**src/rtl/ws2812_rx.sv**
```systemverilog
// ws2812_rx -- WS2812 serial line receiver.
//
// Decodes the single-wire WS2812 protocol. The width of each high pulse
// decides the bit value, and a long low gap ends the frame. Bits are
// assembled MSB-first into 24-bit words, and each word is presented with
// its index within the frame.
//
// Ports:
//   clk        in   system clock (16 MHz nominal)
//   reset      in   synchronous, active-high reset
//   din        in   asynchronous WS2812 serial line
//   rgb_data   out  last decoded word; the first received bit is in bit 23
//   led_num    out  0-based index of rgb_data within its frame
//   valid      out  one-cycle pulse when rgb_data/led_num are updated
//   frame_done out  one-cycle pulse at the end of a frame
//   word_count out  number of words in the frame that just ended
//   error      out  one-cycle pulse on any protocol error
module ws2812_rx #(
  parameter int NUM_LEDS   = 8,
  parameter int T_THRESH   = 10,
  parameter int T_MAX_HIGH = 20,
  parameter int T_RESET    = 800
) (
  input  logic        clk,
  input  logic        reset,
  input  logic        din,
  output logic [23:0] rgb_data,
  output logic [7:0]  led_num,
  output logic        valid,
  output logic        frame_done,
  output logic [7:0]  word_count,
  output logic        error
);

  // The low counter must reach T_RESET without wrapping. It is never
  // narrower than 10 bits.
  localparam int CW_RAW = $clog2(T_RESET + 1);
  localparam int CW     = (CW_RAW < 10) ? 10 : CW_RAW;
  localparam logic [CW-1:0] LOW_LAST = CW'(T_RESET - 1);
  localparam logic [CW-1:0] LOW_MAX  = {CW{1'b1}};

  // Frame termination and the valid/frame_done separation both rely on
  // T_RESET being larger than one cycle.
  if (T_RESET < 2 || NUM_LEDS < 1) begin : g_param_check
    $error("ws2812_rx: T_RESET must be >= 2 and NUM_LEDS >= 1");
  end

  typedef enum logic [1:0] {SYNC, IDLE, HIGH, LOW} state_t;

  state_t        state, state_n;
  logic          sync1, ds;
  logic [7:0]    high_cnt, high_n;
  logic [CW-1:0] low_cnt, low_n;
  logic [22:0]   shift, shift_n;
  logic [4:0]    bit_cnt, bit_n;
  logic [7:0]    led_idx, led_n;
  logic [23:0]   rgb_n;
  logic [7:0]    led_num_n, word_count_n;
  logic          valid_n, frame_done_n, error_n;
  logic [7:0]    high_inc;
  logic [CW-1:0] low_inc;
  logic          bit_val;

  // Two-flop synchronizer. Everything downstream sees only ds.
  always_ff @(posedge clk) begin
    if (reset) begin
      sync1 <= 1'b0;
      ds    <= 1'b0;
    end else begin
      sync1 <= din;
      ds    <= sync1;
    end
  end

  assign high_inc = (high_cnt == 8'hFF) ? high_cnt : high_cnt + 8'd1;
  assign low_inc  = (low_cnt == LOW_MAX) ? low_cnt : low_cnt + 1'b1;
  assign bit_val  = (int'(high_cnt) >= T_THRESH);

  // State and datapath registers. All outputs are registered, so a
  // word completed on a falling edge shows up as valid one cycle later.
  always_ff @(posedge clk) begin
    if (reset) begin
      state      <= SYNC;
      high_cnt   <= '0;
      low_cnt    <= '0;
      shift      <= '0;
      bit_cnt    <= '0;
      led_idx    <= '0;
      rgb_data   <= '0;
      led_num    <= '0;
      word_count <= '0;
      valid      <= 1'b0;
      frame_done <= 1'b0;
      error      <= 1'b0;
    end else begin
      state      <= state_n;
      high_cnt   <= high_n;
      low_cnt    <= low_n;
      shift      <= shift_n;
      bit_cnt    <= bit_n;
      led_idx    <= led_n;
      rgb_data   <= rgb_n;
      led_num    <= led_num_n;
      word_count <= word_count_n;
      valid      <= valid_n;
      frame_done <= frame_done_n;
      error      <= error_n;
    end
  end

  // Next-state and datapath logic. Everything holds by default, and the
  // pulse outputs default low.
  always_comb begin
    state_n      = state;
    high_n       = high_cnt;
    low_n        = low_cnt;
    shift_n      = shift;
    bit_n        = bit_cnt;
    led_n        = led_idx;
    rgb_n        = rgb_data;
    led_num_n    = led_num;
    word_count_n = word_count;
    valid_n      = 1'b0;
    frame_done_n = 1'b0;
    error_n      = 1'b0;

    case (state)
      // Wait for a full reset-length low gap before trusting the line.
      // No frame_done is produced here.
      SYNC: begin
        if (ds) begin
          low_n = '0;
        end else if (low_cnt >= LOW_LAST) begin
          low_n   = '0;
          state_n = IDLE;
        end else begin
          low_n = low_inc;
        end
      end

      // IDLE deliberately never times out, so an empty frame can
      // never report frame_done.
      IDLE: begin
        if (ds) begin
          high_n  = 8'd1;
          state_n = HIGH;
        end
      end

      HIGH: begin
        if (ds) begin
          high_n = high_inc;
          if (int'(high_inc) > T_MAX_HIGH) begin
            error_n = 1'b1;
            shift_n = '0;
            bit_n   = '0;
            led_n   = '0;
            low_n   = '0;
            state_n = SYNC;
          end
        end else begin
          // Falling edge: the width of the pulse just finished decides
          // the bit value.
          low_n   = {{(CW-1){1'b0}}, 1'b1};
          state_n = LOW;
          if (bit_cnt == 5'd23) begin
            rgb_n     = {shift, bit_val};
            led_num_n = led_idx;
            valid_n   = 1'b1;
            led_n     = (led_idx == 8'hFF) ? led_idx : led_idx + 8'd1;
            bit_n     = '0;
            shift_n   = '0;
          end else begin
            shift_n = {shift[21:0], bit_val};
            bit_n   = bit_cnt + 5'd1;
          end
        end
      end

      LOW: begin
        if (ds) begin
          high_n  = 8'd1;
          state_n = HIGH;
        end else if (low_cnt >= LOW_LAST) begin
          // Frame end. A half-received word is dropped and flagged.
          frame_done_n = 1'b1;
          word_count_n = led_idx;
          error_n      = (bit_cnt != 5'd0);
          led_n        = '0;
          bit_n        = '0;
          shift_n      = '0;
          low_n        = '0;
          state_n      = IDLE;
        end else begin
          low_n = low_inc;
        end
      end

      default: state_n = SYNC;
    endcase
  end

endmodule

```
**config.mk**
```make
export PLATFORM = sky130hd
export DESIGN_NAME = ws2812_rx
export DESIGN_NICKNAME = d
export VERILOG_FILES = /design/src/rtl/ws2812_rx.sv
export SDC_FILE = /design/constraint.sdc
export NUM_CORES = 1
export LEC_CHECK = 0
export BUFFER_PORTS_ARGS = -buffer_cell sky130_fd_sc_hd__buf_2
export CAP_MARGIN = 20
export CORE_MARGIN = 2
export CORE_UTILIZATION = 35
export CTS_CLUSTER_SIZE = 28
export DETAILED_ROUTE_END_ITERATION = 10
export PLACE_DENSITY_LB_ADDON = 0.3
export REMOVE_ABC_BUFFERS = 1
export SLEW_MARGIN = 20
export SYNTH_ARGS = -nofsm -noshare
export SYNTH_HDL_FRONTEND = slang
export SYNTH_SLANG_ARGS = --single-unit
```
**constraint.sdc**
```tcl
create_clock -name clk -period 3.27 [get_ports clk]
set_clock_uncertainty 0.2 [all_clocks]
set_input_delay 0.4905 -clock clk [delete_from_list [all_inputs] [get_ports clk]]
set_output_delay 0.4905 -clock clk [all_outputs]
set_load 0.05 [all_outputs]
```
==> results.md <==
* Worst r2r dst: shift[1]
* Async S/R FF share, synth at 0%
* Full die area at 0.0140 sq mm
* Adder-Cell Fraction of Synth Area at ~1.6%
* Leakage at 1.83 nW
* Synthesis-to-finish area growth at 12.5%
* Yosys warning total at 0
* Post-DRT Antenna Nets at 0
* Beginning of the worst hold path: din
* Switching Share at 22.3%
* Num ports at 46
* Clock slew at reported path FFs at 0.07 ns
* Crit path max fanout at 13
* Initial antenna violation count at 0
* Hold crit path type: primary input to register
* R2R cell count at 7
* Drt via density at between 5 and 6
* Main combinational cell family by area after synthesis: simple AND/OR/NAND/NOR gates
* Clock root buffer: clkbuf_16
* Combinational Power Share at 2.8%
* Routed vias at 3860
* Post-synthesis xor/xnor area fraction at 0%
* Gr usage total at 14.7%
* Routed wire length per instance at 13.3 um
* NetSw at 521 uW
* Flop-to-flop setup slack at 0.27 ns
* Pre-CTS setup slack at 0.217 ns
* Average size of a mapped cell at ~8.3 sq um
* Synth unique cells at 55
* Max-cap violations at 0
* Internal power at 1.82 mW
* Post-synth EDFFs at 0
* Top FF cell, synth: dfxtp_1
* Setup CP Type: register to register
* # Post-CTS Setup Buffers at 0
* Initial core utilization at a little over a third
* Synth Instances at ~550
* TritonCTS Buffers at 9
* Ant diodes at 0
* Worst setup SP type: register
* Fraction of layout cells with a size suffix above 1 at around 15%
* Post-Synth Simple-Gate Area at 23.8%
* Drt drc at 0
* Seq/Total Area, Yosys at 44.1%
* Clock Sinks at 101
* Post_cts resized at 0
* Area occupied by multi-input gates at 0.00230 sq mm
* Finished Cell Area at ~0.0052 sq mm
* Commonest non-fill, non-tap cells in the layout: nand2_1 (139), dfxtp_1 (101), a21oi_1 (49), buf_2 (45), nor2_1 (44)
* Slew @ Worst Pin at 0.915 ns
* Worst-case vdd ir drop at 0.256 mV
* Register area at 0.00202 sq mm
* RSZ-0062 raised after global routing: no
* Total Neg Setup Slack at 0 ns
* WP data arrival at 3.06 ns
* Sequential share of power at 53.7%
* Tmin final at 3.00 ns
* Outcome: complete, no violations
* Largest net degree at the start of global routing at 62
* First-pass GRT wire length at 17200 um
* Clk network pwr share at a little over two fifths
* Max Clock Freq at about 0.33 GHz
* Routed WL at a little over 10000 um
* Final Cycle Share at around 90%
* DR pass1 iterations at 5
* Hold Vio Cnt, Final at 0
* PD cells at 454 mW/mm^2
* Hold-fix buffers, CTS at 0
* DP HPWL at between 6000 and 7000 um
* Post-synthesis cell area at 0.00459 sq mm
* Final Max Slew Viols at 0
* Worst EP required at between 3 and 4 ns
* TritonCTS clock tree: yes
* Compound-Gate Fraction of Synth Area at between 10% and 20%
* Vias in the first global route at 3596
* FILL cells at 1322
* Die Ht at 118 um
* #FFs+latches synth at ~100
* DR iter-0 viols at about 190
* Total grt overflow at 0
* Worst-case hold slack at 0.187 ns
* Worst Hold Depth at 2
* Dpl cell area at 0.00486 sq mm
* Routability cong. at 0.824
* Nets@finish at roughly 590
* Port bufs at 45
* Clk Latency, worst-skew pair at between 0.3 and 0.4 ns
* Most common cell after layout, fill and taps aside: nand2_1
* Type of element capturing the critical path: register
* Fin worst setup slack at 0.274 ns
* Die X at 118 um
* # rows at slightly above 40
* H-tree Lvls at 3
* Core ar. at 0.0127 sq mm
* CTS max path bufs at 2
* Worst Hold End: sync1
* RR Startpoint: high_cnt[0]
* Final setup viols at 0
* Post-synthesis mux area share at 7.64%
* Max_slew headroom at 38.6%
* Pwr Total at between 2 and 2.5 mW
==> per-layer routing <==
metal | share of wire [%] | routed length [um] | vias to the layer above | GRT usage [%]
met1 | 50 | 5040 | 1807 | 20.2
li1 | - | - | 1972 | -
met5 | 0 | 0 | - | 0
met4 | 0.45 | 45 | 0 | 4.02
met2 | 46 | 4630 | 77 | 23.1
met3 | 3.7 | 371 | 4 | 3.28
==> power by group through the flow <==
stage | clock (mW) | sequential (mW) | combinational, mW
finish | 1.02 | 1.26 | 0.0645
floorplan | 0 | 1.28 | 0.0371
CTS | 1.04 | 1.26 | 0.0652
global placement | 0 | 1.28 | 0.0634
detailed placement | 0 | 1.28 | 0.0652
global route | 1.10 | 1.26 | 0.0727
==> worst max-delay path by stage <==
stage	cells after the start	endpoint	startpoint
after floorplan	7	bit_cnt[2]	high_cnt[0]
after global placement	7	bit_cnt[2]	high_cnt[0]
after detailed placement	7	bit_cnt[2]	high_cnt[0]
after CTS	7	shift[17]	high_cnt[0]
after global routing	7	shift[0]	high_cnt[1]
final	7	shift[1]	high_cnt[0]
==> logic make-up after synthesis <==
| logic type | Yosys count |
|---|---|
| fa+ha+maj | 6 |
| mux | 35 |
| flops | 101 |
| compound gates | 115 |
| buf+inv | 48 |
| simple gates | 248 |
==> Yosys cell counts, types with 4 or more instances <==
| library cell | n | share of area [%] |
|---|---|---|
| o211ai_1 | 4 | 0.65 |
| nand4_1 | 5 | 0.68 |
| mux2i_1 | 35 | 7.6 |
| nor2_1 | 44 | 3.6 |
| and3_1 | 7 | 0.95 |
| nand3_1 | 12 | 1.3 |
| buf_6 | 6 | 1.5 |
| a211oi_1 | 7 | 1.1 |
| nor3_1 | 14 | 1.5 |
| ha_1 | 6 | 1.6 |
| nand2_1 | 139 | 11 |
| a21oi_1 | 49 | 5.3 |
| o21ai_0 | 19 | 2.1 |
| inv_1 | 13 | 1.1 |
| dfxtp_1 | 101 | 44 |
| clkbuf_1 | 18 | 1.5 |
| a31oi_1 | 11 | 1.5 |
==> sequential cells by signal, summed over array words and instances (netlist names) <==
signal / cells
bit_cnt: 5
ds: 1
error: 1
frame_done: 1
high_cnt: 8
led_idx: 8
led_num: 8
low_cnt: 10
rgb_data: 24
shift: 23
state: 2
sync1: 1
valid: 1
word_count: 8
==> through the flow <==
stage / util (%) / std cells
after floorplan: - / 519
after global placement: 38.2 / 744
after detailed placement: 38.2 / 744
after CTS: 40.4 / 760
after global routing: 40.5 / 761
final: 40.5 / 761
==> worst max-delay path, cell delays in order (launching register included) <==
cell	delay, ns
dfxtp_1	0.45
ha_1	0.27
and4_1	0.31
a21oi_1	0.12
nor4_1	0.42
a211oi_4	0.12
a21boi_2	0.76
mux2i_1	0.26
==> layout make-up <==
| class | instances | share of cell area (%) |
|---|---|---|
| clock buffer | 12 | 4.97 |
| clock inverter | 4 | 0.582 |
| sequential | 101 | 39.2 |
| timing repair buffer | 53 | 5.53 |
| inverter | 14 | 1.02 |
| multi-input combinational | 405 | 44.5 |
| tap | 172 | 4.17 |
Power figures use the tool's default switching activity.
